$ cat config.mk
export PLATFORM = sky130hd
export DESIGN_NAME = keypad_scan_ctrl_flat
export DESIGN_NICKNAME = d
export VERILOG_FILES = /design/src/rtl/keypad_scan_ctrl_pkg.sv /design/src/rtl/keypad_scan_ctrl_if.sv /design/src/rtl/keypad_scan_ctrl_sync2.sv /design/src/rtl/keypad_scan_ctrl.sv /design/src/flat_wrapper.sv
export SDC_FILE = /design/constraint.sdc
export NUM_CORES = 1
export LEC_CHECK = 0
export ABC_AREA = 1
export ABC_CLOCK_PERIOD_IN_PS = 3900
export BUFFER_PORTS_ARGS = -buffer_cell sky130_fd_sc_hd__buf_2
export CORE_ASPECT_RATIO = 0.75
export CORE_MARGIN = 2
export CORE_UTILIZATION = 35
export CTS_CLUSTER_DIAMETER = 40
export DETAILED_ROUTE_END_ITERATION = 8
export PLACE_DENSITY = 0.48
export SETUP_SLACK_MARGIN = 0.05
export SLEW_MARGIN = 10
export SYNTH_ARGS = -nofsm -noshare
export SYNTH_HDL_FRONTEND = slang
export SYNTH_SLANG_ARGS = --single-unit
$ cat constraint.sdc
create_clock -name clk -period 3.9 [get_ports clk]
set_clock_uncertainty 0.1 [all_clocks]
set_input_delay 0.585 -clock clk [delete_from_list [all_inputs] [get_ports clk]]
set_output_delay 0.585 -clock clk [all_outputs]
set_load 0.005 [all_outputs]
$ cat src/rtl/keypad_scan_ctrl_pkg.sv
// Shared types and helpers for the keypad scan controller: FSM states,
// column priority encoding, row strobe encoding and the hex keymap.
package keypad_scan_ctrl_pkg;

    typedef enum logic [1:0] {
        SCAN     = 2'd0,
        DEBOUNCE = 2'd1,
        HELD     = 2'd2,
        RELEASE  = 2'd3
    } state_t;

    // Lowest-index active column wins; returns one-hot or zero.
    function automatic logic [3:0] prio_onehot(input logic [3:0] col);
        logic [3:0] res;
        res = 4'b0000;
        if (col[0]) begin
            res = 4'b0001;
        end else if (col[1]) begin
            res = 4'b0010;
        end else if (col[2]) begin
            res = 4'b0100;
        end else if (col[3]) begin
            res = 4'b1000;
        end else begin
            res = 4'b0000;
        end
        return res;
    endfunction

    function automatic logic [3:0] row_onehot(input logic [1:0] row_idx);
        logic [3:0] res;
        case (row_idx)
            2'd0:    res = 4'b0001;
            2'd1:    res = 4'b0010;
            2'd2:    res = 4'b0100;
            2'd3:    res = 4'b1000;
            default: res = 4'b0001;
        endcase
        return res;
    endfunction

    function automatic logic [3:0] decode_key(input logic [1:0] row_idx,
                                              input logic [3:0] col_onehot);
        logic [3:0] res;
        case ({row_idx, col_onehot})
            6'b00_0001: res = 4'h1;
            6'b00_0010: res = 4'h2;
            6'b00_0100: res = 4'h3;
            6'b00_1000: res = 4'hA;
            6'b01_0001: res = 4'h4;
            6'b01_0010: res = 4'h5;
            6'b01_0100: res = 4'h6;
            6'b01_1000: res = 4'hB;
            6'b10_0001: res = 4'h7;
            6'b10_0010: res = 4'h8;
            6'b10_0100: res = 4'h9;
            6'b10_1000: res = 4'hC;
            6'b11_0001: res = 4'hE;
            6'b11_0010: res = 4'h0;
            6'b11_0100: res = 4'hF;
            6'b11_1000: res = 4'hD;
            default:    res = 4'h0;
        endcase
        return res;
    endfunction

endpackage

$ cat src/rtl/keypad_scan_ctrl_if.sv
// Keypad matrix and display-digit signals of the scan controller.
interface keypad_scan_ctrl_if;
    logic [3:0] col;
    logic [3:0] row;
    logic       key_valid;
    logic [3:0] key_hex;
    logic [3:0] digit_new;
    logic [3:0] digit_old;

    modport master (
        input  col,
        output row,
        output key_valid,
        output key_hex,
        output digit_new,
        output digit_old
    );

    modport slave (
        output col,
        input  row,
        input  key_valid,
        input  key_hex,
        input  digit_new,
        input  digit_old
    );
endinterface

$ cat src/rtl/keypad_scan_ctrl_sync2.sv
// Two-flop synchronizer bringing the asynchronous keypad columns into clk.
module keypad_scan_ctrl_sync2 #(
    parameter int WIDTH = 4
) (
    input  logic             clk,
    input  logic             reset,
    input  logic [WIDTH-1:0] d,
    output logic [WIDTH-1:0] q
);

    logic [WIDTH-1:0] meta_r;
    logic [WIDTH-1:0] sync_r;

    // Metastability chain.
    always_ff @(posedge clk) begin
        if (reset) begin
            meta_r <= '0;
            sync_r <= '0;
        end else begin
            meta_r <= d;
            sync_r <= meta_r;
        end
    end

    assign q = sync_r;

endmodule

$ cat src/rtl/keypad_scan_ctrl.sv
// 4x4 keypad scanner: row strobing, column debounce, one decode per press
// and the two-digit key history for the display path.
module keypad_scan_ctrl #(
    parameter int SCAN_DIV        = 4000,
    parameter int DEBOUNCE_CYCLES = 200000
) (
    input  logic                  clk,
    input  logic                  reset,
    keypad_scan_ctrl_if.master    kp
);
    import keypad_scan_ctrl_pkg::*;

    localparam int DIV_W = (SCAN_DIV > 1) ? $clog2(SCAN_DIV) : 1;
    localparam int CNT_W = (DEBOUNCE_CYCLES > 1) ? $clog2(DEBOUNCE_CYCLES) : 1;
    localparam logic [DIV_W-1:0] DIV_LAST = DIV_W'(SCAN_DIV - 1);
    localparam logic [CNT_W-1:0] CNT_LAST = CNT_W'(DEBOUNCE_CYCLES - 1);

    logic [3:0]       col_s;
    logic [3:0]       col_pri_s;
    logic             col_any_s;
    logic             tick_s;
    logic             match_s;
    logic [3:0]       dec_s;

    state_t           state_r,     state_nxt_s;
    logic [DIV_W-1:0] div_r,       div_nxt_s;
    logic [CNT_W-1:0] cnt_r,       cnt_nxt_s;
    logic [1:0]       row_idx_r,   row_idx_nxt_s;
    logic [3:0]       col_sel_r,   col_sel_nxt_s;
    logic [3:0]       row_r,       row_nxt_s;
    logic             key_valid_r, key_valid_nxt_s;
    logic [3:0]       key_hex_r,   key_hex_nxt_s;
    logic [3:0]       digit_new_r, digit_new_nxt_s;
    logic [3:0]       digit_old_r, digit_old_nxt_s;

    keypad_scan_ctrl_sync2 #(.WIDTH(4)) u_sync (
        .clk   (clk),
        .reset (reset),
        .d     (kp.col),
        .q     (col_s)
    );

    assign col_pri_s = prio_onehot(col_s);
    assign col_any_s = |col_s;
    assign tick_s    = (state_r == SCAN) && (div_r == DIV_LAST);
    assign match_s   = (col_pri_s == col_sel_r);
    assign dec_s     = decode_key(row_idx_r, col_sel_r);

    // Next-state and output decode; the divider only runs in SCAN so every
    // return to SCAN starts a full scan period.
    always_comb begin
        state_nxt_s     = state_r;
        cnt_nxt_s       = cnt_r;
        row_idx_nxt_s   = row_idx_r;
        col_sel_nxt_s   = col_sel_r;
        key_valid_nxt_s = 1'b0;
        key_hex_nxt_s   = key_hex_r;
        digit_new_nxt_s = digit_new_r;
        digit_old_nxt_s = digit_old_r;
        div_nxt_s       = '0;

        case (state_r)
            SCAN: begin
                if (tick_s) begin
                    div_nxt_s = '0;
                    if (col_any_s) begin
                        col_sel_nxt_s = col_pri_s;
                        cnt_nxt_s     = '0;
                        state_nxt_s   = DEBOUNCE;
                    end else begin
                        row_idx_nxt_s = row_idx_r + 2'd1;
                    end
                end else begin
                    div_nxt_s = div_r + DIV_W'(1);
                end
            end
            DEBOUNCE: begin
                if (match_s) begin
                    if (cnt_r == CNT_LAST) begin
                        key_valid_nxt_s = 1'b1;
                        key_hex_nxt_s   = dec_s;
                        digit_old_nxt_s = digit_new_r;
                        digit_new_nxt_s = dec_s;
                        cnt_nxt_s       = '0;
                        state_nxt_s     = HELD;
                    end else begin
                        cnt_nxt_s = cnt_r + CNT_W'(1);
                    end
                end else begin
                    cnt_nxt_s   = '0;
                    state_nxt_s = SCAN;
                end
            end
            HELD: begin
                if (!col_any_s) begin
                    cnt_nxt_s   = '0;
                    state_nxt_s = RELEASE;
                end else begin
                    state_nxt_s = HELD;
                end
            end
            RELEASE: begin
                if (col_any_s) begin
                    cnt_nxt_s   = '0;
                    state_nxt_s = HELD;
                end else if (cnt_r == CNT_LAST) begin
                    cnt_nxt_s   = '0;
                    state_nxt_s = SCAN;
                end else begin
                    cnt_nxt_s = cnt_r + CNT_W'(1);
                end
            end
            default: begin
                cnt_nxt_s   = '0;
                state_nxt_s = SCAN;
            end
        endcase

        row_nxt_s = row_onehot(row_idx_nxt_s);
    end

    // State and output registers.
    always_ff @(posedge clk) begin
        if (reset) begin
            state_r     <= SCAN;
            div_r       <= '0;
            cnt_r       <= '0;
            row_idx_r   <= 2'd0;
            col_sel_r   <= 4'b0000;
            row_r       <= 4'b0001;
            key_valid_r <= 1'b0;
            key_hex_r   <= 4'h0;
            digit_new_r <= 4'h0;
            digit_old_r <= 4'h0;
        end else begin
            state_r     <= state_nxt_s;
            div_r       <= div_nxt_s;
            cnt_r       <= cnt_nxt_s;
            row_idx_r   <= row_idx_nxt_s;
            col_sel_r   <= col_sel_nxt_s;
            row_r       <= row_nxt_s;
            key_valid_r <= key_valid_nxt_s;
            key_hex_r   <= key_hex_nxt_s;
            digit_new_r <= digit_new_nxt_s;
            digit_old_r <= digit_old_nxt_s;
        end
    end

    assign kp.row       = row_r;
    assign kp.key_valid = key_valid_r;
    assign kp.key_hex   = key_hex_r;
    assign kp.digit_new = digit_new_r;
    assign kp.digit_old = digit_old_r;

endmodule

$ cat src/flat_wrapper.sv
// flat-port wrapper written by rule: the top's interface ports become plain ports
module keypad_scan_ctrl_flat import keypad_scan_ctrl_pkg::*;
#(
    parameter int SCAN_DIV        = 4000,
    parameter int DEBOUNCE_CYCLES = 200000
)
  (clk, reset, kp_col, kp_row, kp_key_valid, kp_key_hex, kp_digit_new, kp_digit_old);
  keypad_scan_ctrl_if kp_i ();
  input  logic clk;
  input  logic reset;
  input wire logic [$bits(kp_i.col)-1:0] kp_col;
  output wire logic [$bits(kp_i.row)-1:0] kp_row;
  output wire logic [$bits(kp_i.key_valid)-1:0] kp_key_valid;
  output wire logic [$bits(kp_i.key_hex)-1:0] kp_key_hex;
  output wire logic [$bits(kp_i.digit_new)-1:0] kp_digit_new;
  output wire logic [$bits(kp_i.digit_old)-1:0] kp_digit_old;
  assign kp_i.col = kp_col;
  assign kp_row = kp_i.row;
  assign kp_key_valid = kp_i.key_valid;
  assign kp_key_hex = kp_i.key_hex;
  assign kp_digit_new = kp_i.digit_new;
  assign kp_digit_old = kp_i.digit_old;
  keypad_scan_ctrl #(.SCAN_DIV(SCAN_DIV), .DEBOUNCE_CYCLES(DEBOUNCE_CYCLES)) u_core (.clk(clk), .reset(reset), .kp(kp_i));
endmodule
==> results by group, run 1 <==
Outcome
  • Outcome: completed

Synth
  • Post-synthesis xor/xnor area fraction: 0.0168
  • Post-synthesis register bit count: 59
  • Syn Inst Count: around 460
  • Register area share after synthesis: 0.378
  • Simple-gate share of the synthesized area: 0.404
  • Syn nets: 466
  • Compound-Gate Fraction of Synth Area: 0.0781
  • Mean Syn Cell Area: 6.87 um^2
  • Mux contribution to synthesized area: 0
  • Largest family of logic cells by synthesized area: simple AND/OR/NAND/NOR gates
  • Top FF cell, synth: dfxtp_1
  • Mapped Area: 3120 um^2
  • Adder-cell share of the synthesized area: 0.0200
  • Warnings from Yosys: 0
  • Yosys cell types: 38
  • Post-synth EDFFs: 0
  • Post-synth ARST share: 0

Pwr
  • Comb power frac: 0.025
  • Psw: 320 uW
  • Lkg Pwr: 1.67 nW
  • VDD IR-drop max: 0.000168 V
  • Clock power frac: 0.566
  • Sw frac: 0.213
  • Internal power: about 1.2 mW
  • Pwr dens: 415 nW/um^2
  • Flop pwr share: 0.409

Clocking
  • Post-CTS Setup Inserts: 0
  • Clk slew on worst S/H paths: ~60 ps
  • Clk sink count: 59
  • TritonCTS Buffers: 9
  • Later-pin clock latency in the skew report: between 300 and 400 ps
  • H-tree depth: 3
  • Root Buffer: clkbuf_16
  • Post_cts resized: 0
  • CTS tree: done
  • Post-CTS Hold Fix Bufs: 0
  • Max clock buf depth: 2

Placement
  • Setup WS pre-CTS: 1330 ps
  • Port bufs: 22
  • Hpwl dp: 5100 um
  • Placer Congestion: slightly above 0.8
  • Placed Area: 3300 um^2

Critical path
  • Critical Path AT: 2300 ps
  • Critical Path Slowest Stage Cell: inv_1
  • Critical path required time: 4060 ps
  • WS Path Type: in2reg
  • Startpoint Class: primary input
  • Buf+Inv Stages, Crit Path: 2
  • Crit-path leading delay family: buffers and inverters
  • Sequence of cells on the critical path: buf_2 > inv_1 > nand3_1 > o21bai_1 > a21oi_1
  • Worst-path maximum fanout: 21
  • Worst Setup End Kind: flop
  • Max incr delay on CP: 560 ps

Timing
  • RSZ-0062 raised after global routing: no
  • Hold Vio Cnt, Final: 0
  • Setup Viol. Count Final: 0
  • Final worst slack: 1750 ps
  • Setup TNS Final: 0 ps
  • Max_slew headroom: 0.540
  • Period utilization: 0.550
  • Measured slew at the worst slew-check pin: 689 ps
  • Fmax: 0.466 GHz
  • WHS: 299 ps
  • Minimum clock period: 2150 ps
  • Max-slew violations: 0

Final layout
  • Area Overhead vs Synth: 15.7%
  • NumNets Final: 489
  • Layout cells sized above 1: 0.145
  • Final core utilization: 0.422
  • Fill count: 925
  • Design Area, Final: around 3600 um^2
  • Diode count: 0

Routing
  • Vias/cell: 4.71
  • Drt initial violations: 141
  • Avg WL per Cell: 11.7 um
  • 1st-pass router iterations: 4
  • Via count: around 2800
  • Post-DRT Antenna Nets: 0
  • DRC Markers: 0
  • Final WL: 6890 um

Hold path
  • Hold Path Class: reg2reg

GRT
  • Grt ovf: 0
  • Total track usage: 0.159
  • Antenna violations before repair: 0
  • Global-route wire length before repair: between 10000 and 15000 um
  • Vias in the first global route: 2684
  • Pin count of the biggest net entering global routing: 22

Die
  • Core area: 8560 um^2
  • Die area: ~9700 um^2
  • Die X: 113 um
  • Die height: 85.8 um
  • Num ports: 23
  • Row count: 29
  • Initial Util: 0.365

Run
  • MaxCap Viol Count: 0
## layout make-up
cell class / instances / area, um^2 / area share
Inverter: 65 / 246 / 0.0682
Sequential cell: 59 / 1180 / 0.327
Timing Repair Buffer: 22 / 110 / 0.0305
Multi-Input combinational cell: 321 / 1620 / 0.449
Tap cell: 108 / 135 / 0.0374
Clock inverter: 6 / 90.1 / 0.0249
Clock buffer: 10 / 229 / 0.0633
## kinds of logic after synthesis
family	Yosys count
xor+xnor	6
compound gates	44
buf+inv	75
flops	59
fa+ha+maj	5
simple gates	266
## power groups by stage
| stage | registers (mW) | clock network, mW | logic, mW |
|---|---|---|---|
| detailed placement | 0.627 | 0 | 0.0387 |
| finish | 0.614 | 0.849 | 0.0379 |
| global placement | 0.627 | 0 | 0.0378 |
| CTS | 0.614 | 0.869 | 0.0387 |
| global route | 0.614 | 0.895 | 0.0448 |
| floorplan | 0.626 | 0 | 0.0305 |
## path summary, 6_finish.rpt
path / startpoint / end / slack [ps] / cells past startpoint
worst max-delay path: reset / u_core.div_r[8] / 1750 / 5
worst min-delay path: u_core.u_sync.meta_r[2] / u_core.u_sync.q[2] / 300 / 2
worst max register to register: u_core.div_r[0] / u_core.cnt_r[6] / 1970 / 10
worst min register to register: u_core.u_sync.meta_r[2] / u_core.u_sync.q[2] / 300 / 2
## state kept, by name, summed over array words and instances (netlist names), 4 cells and up
signal and count:
u_core.cnt_r 18, u_core.div_r 12, u_core.col_sel_r 4, u_core.kp.digit_old 4
u_core.kp.key_hex 4, u_core.kp.row 4, u_core.u_sync.meta_r 4, u_core.u_sync.q 4
## per-stage QoR
stage          total power [mW]  instances
6_report                   1.50        591
5_1_grt                    1.55        591
4_1_cts                    1.52        591
3_5_place_dp              0.666        575
3_3_place_gp              0.665        575
2_1_floorplan             0.656        455
## tightest hold or removal path, stage by stage (launching register included)
cell	delay, ps
dfxtp_1	290
inv_1	40
nor2_1	30
## cell usage after synthesis, types with 2 or more instances
cell / count / share of area
o21ai_1: 2 / 0.0032
nor2_1: 74 / 0.089
nor2_2: 3 / 0.0060
o21ai_0: 15 / 0.024
ha_1: 5 / 0.020
dfxtp_1: 59 / 0.38
nor3_1: 8 / 0.013
nand3_4: 2 / 0.011
inv_1: 57 / 0.068
a21oi_1: 18 / 0.029
buf_4: 5 / 0.012
nand2_4: 4 / 0.014
xnor2_1: 3 / 0.0084
o21bai_1: 4 / 0.0096
nand4_1: 7 / 0.014
nor3b_1: 2 / 0.0048
nand3_1: 46 / 0.074
nand2_2: 5 / 0.010
clkbuf_1: 2 / 0.0024
nand3_2: 2 / 0.0064
nand2_1: 104 / 0.12
nor2_4: 4 / 0.014
inv_2: 7 / 0.0084
xor2_1: 3 / 0.0084
## layer usage
layer / track usage / share of wire / wire (um) / vias up
met5: 0 / 0 / 0 / -
met4: 0.0477 / 0.0070 / 48 / 0
met3: 0.0424 / 0.054 / 372 / 5
met2: 0.237 / 0.41 / 2830 / 58
met1: 0.226 / 0.53 / 3640 / 1239
li1: - / - / - / 1484
## layout by cell type, fill, tap and decap left out, types with 2 or more instances in the layout
master / Yosys / layout
nor2_4: 4 / 4
nand3_4: 2 / 2
nand2_1: 104 / 104
dfxtp_1: 59 / 59
inv_2: 7 / 7
bufinv_16: 0 / 2
xnor2_1: 3 / 3
nor2_2: 3 / 3
buf_2: 0 / 22
nand3_2: 2 / 2
inv_1: 57 / 57
nand3_1: 46 / 46
o21ai_1: 2 / 2
nand2_4: 4 / 4
nor2_1: 74 / 74
nand2_2: 5 / 5
a21oi_1: 18 / 18
ha_1: 5 / 5
nor3_1: 8 / 8
nor3b_1: 2 / 2
nand4_1: 7 / 7
o21bai_1: 4 / 4
xor2_1: 3 / 3
clkbuf_16: 0 / 9
o21ai_0: 15 / 15
clkinv_4: 0 / 2
Power figures use the tool's default switching activity.
==> run 2, diff against run 1 <==
--- a/config.mk
+++ b/config.mk
@@ -6,14 +6,14 @@
 export NUM_CORES = 1
 export LEC_CHECK = 0
 export ABC_AREA = 1
-export ABC_CLOCK_PERIOD_IN_PS = 3900
+export ABC_CLOCK_PERIOD_IN_PS = 1840
 export BUFFER_PORTS_ARGS = -buffer_cell sky130_fd_sc_hd__buf_2
 export CORE_ASPECT_RATIO = 0.75
 export CORE_MARGIN = 2
 export CORE_UTILIZATION = 35
 export CTS_CLUSTER_DIAMETER = 40
 export DETAILED_ROUTE_END_ITERATION = 8
-export PLACE_DENSITY = 0.48
+export PLACE_DENSITY = 0.5
 export SETUP_SLACK_MARGIN = 0.05
 export SLEW_MARGIN = 10
 export SYNTH_ARGS = -nofsm -noshare
==> constraint.sdc (replaced) <==
create_clock -name clk -period 1.84 [get_ports clk]
set_clock_uncertainty 0.1 [all_clocks]
set_input_delay 0.276 -clock clk [delete_from_list [all_inputs] [get_ports clk]]
set_output_delay 0.276 -clock clk [all_outputs]
set_load 0.005 [all_outputs]
==> results by group, run 2 (synthesis results as in run 1) <==
Pwr
  • Psw: between 600 and 700 uW
  • Clock power frac: 0.519
  • VDD IR-drop max: ~0.00042 V
  • Flop pwr share: 0.449
  • Sw frac: 0.214
  • Lkg Pwr: 1.78 nW
  • Tot Pwr: 2.90 mW
  • Internal power: 2.28 mW
  • Comb power frac: 0.032
  • Pwr dens: 754 nW/um^2

Timing
  • Hold Vio Cnt, Final: 0
  • Max-slew violations: 0
  • Final worst slack: 104 ps
  • Setup Viol. Count Final: 0
  • Measured slew at the worst slew-check pin: about 390 ps
  • Period utilization: 0.943
  • RSZ-0062 raised after global routing: yes
  • Setup TNS Final: 0 ps
  • Minimum clock period: 1740 ps
  • WHS: 39.7 ps
  • Fmax: 0.576 GHz
  • Max_slew headroom: 0.737

Critical path
  • WS Path Type: reg2reg
  • Critical path required time: 1970 ps
  • Startpoint Class: flop
  • Crit-path leading delay family: simple AND/OR/NAND/NOR gates
  • Worst-path maximum fanout: 5
  • CP dominant cell by count: o21ai_1
  • Critical Path AT: 1870 ps
  • Critical Path Slowest Stage Cell: dfxtp_2
  • Worst Setup End Kind: flop
  • Sequence of cells on the critical path: ha_2 > nand3_1 > inv_1 > nand3_2 > buf_4 > nor2_4 > o21ai_1 > o21ai_1 > inv_2 > nor2_2 > nor2_1
  • Max incr delay on CP: 340 ps
  • Buf+Inv Stages, Crit Path: 3

Clocking
  • TritonCTS Buffers: 9
  • Root Buffer: clkbuf_16
  • Clk sink count: 59
  • Max clock buf depth: 2
  • Clk slew on worst S/H paths: 50 ps
  • Later-pin clock latency in the skew report: between 300 and 400 ps
  • CTS tree: done
  • H-tree depth: 3

GRT
  • Total track usage: 0.162
  • Grt ovf: 0
  • Antenna violations before repair: 0
  • Vias in the first global route: roughly 2600
  • Pin count of the biggest net entering global routing: 21
  • Global-route wire length before repair: 12300 um

Die
  • Num ports: 23
  • Die height: about 86 um
  • Die area: 9710 um^2
  • Initial Util: 0.365
  • Row count: 29
  • Die X: 113 um
  • Core area: 8560 um^2

Final layout
  • Design Area, Final: between 3000 and 4000 um^2
  • Layout cells sized above 1: 0.228
  • Fill count: 862
  • Multi-input gate area: between 1500 and 2000 um^2
  • Largest regs: u_core.cnt_r (18), u_core.div_r (12)
  • Most frequent cells in the layout: nand2_1, nor2_1, inv_1, dfxtp_1, nand3_1
  • Diode count: 0
  • Most common cell after layout, fill and taps aside: nand2_1
  • Reg area: between 1000 and 1500 um^2
  • Max reg flops: 18
  • Top reg by flops: u_core.cnt_r
  • NumNets Final: a little over 500
  • Area Overhead vs Synth: 22.9%

Placement
  • Placed Area: 3440 um^2
  • Setup WS pre-CTS: between 9 and 10 ps
  • Hpwl dp: between 5000 and 6000 um
  • Placer Congestion: 0.857
  • Port bufs: 22

Routing
  • Via count: just under 3000
  • Vias/cell: 4.71
  • DRC Markers: 0
  • Drt initial violations: 110
  • 1st-pass router iterations: 4
  • Final WL: between 7000 and 8000 um
  • Avg WL per Cell: 12.0 um
  • Post-DRT Antenna Nets: 0

Outcome
  • Outcome: completed

Hold path
  • Hold Path Class: in2reg

Run
  • MaxCap Viol Count: 0
==> run 2: cell count changes in the layout (fill, tap and decap cells not counted), moves of 3 or more <==
cell / previous run / this run
buf_4: 0 / 24
dfxtp_2: 0 / 3
nor2_1: 74 / 67
inv_1: 57 / 54
nor2_2: 3 / 8
nand2_1: 104 / 101
nor2_4: 4 / 7
dfxtp_1: 59 / 54
==> run 2: area by class of cell <==
| type | count | share of cell area |
|---|---|---|
| multi-input combinational | 322 | 0.443 |
| sequential | 59 | 0.311 |
| timing repair buffer | 47 | 0.0785 |
| clock buffer | 12 | 0.0668 |
| inverter | 65 | 0.0655 |
| tap | 108 | 0.0352 |
==> run 2: worst reg2reg max path, cell delays in order, from the launching register on <==
cell and delay [ps]:
dfxtp_2 340, ha_2 190, nand3_1 110, inv_1 90
nand3_2 90, buf_4 160, nor2_4 150, o21ai_1 80
o21ai_1 120, inv_2 80, nor2_2 100, nor2_1 40
==> run 2: power by group through the flow <==
stage | registers [mW] | logic, mW | clock network [mW]
after global placement | 1.33 | 0.0952 | 0
after CTS | 1.30 | 0.0952 | 1.55
after global routing | 1.30 | 0.108 | 1.60
final | 1.30 | 0.0938 | 1.50
after floorplan | 1.33 | 0.0647 | 0
after detailed placement | 1.33 | 0.0951 | 0
==> run 2: path summary, 6_finish.rpt <==
kind,startpoint,slack (ps),to,depth (start not counted)
worst max register to register,u_core.div_r[0],100,u_core.kp.row[0],11
worst min register to register,u_core.u_sync.meta_r[0],300,u_core.u_sync.q[0],2
worst max-delay path,u_core.div_r[0],100,u_core.kp.row[0],11
worst min-delay path,kp_col[0],40,u_core.u_sync.meta_r[0],3
==> run 2: per-layer routing <==
metal / vias to the layer above / track usage / share of wire
met5: - / 0 / 0
met2: 57 / 0.227 / 0.40
li1: 1533 / - / -
met1: 1287 / 0.229 / 0.53
met3: 13 / 0.0636 / 0.051
met4: 0 / 0.0510 / 0.013
==> run 2: stage by stage <==
step           instances  utilization
2_1_floorplan        455            -
3_3_place_gp         594        0.402
3_5_place_dp         594        0.402
4_1_cts              607        0.433
5_1_grt              613        0.448
6_report             613        0.448
==> run 2: timing repair <==
action / CTS / global route
endpoints found under the setup margin: 13 / 41
hold buffers: 0 / 0
pin swaps: 2 / 5
gates resized for setup: 1 / 32
buffers inserted: 1 / 5
gates cloned: 0 / 1
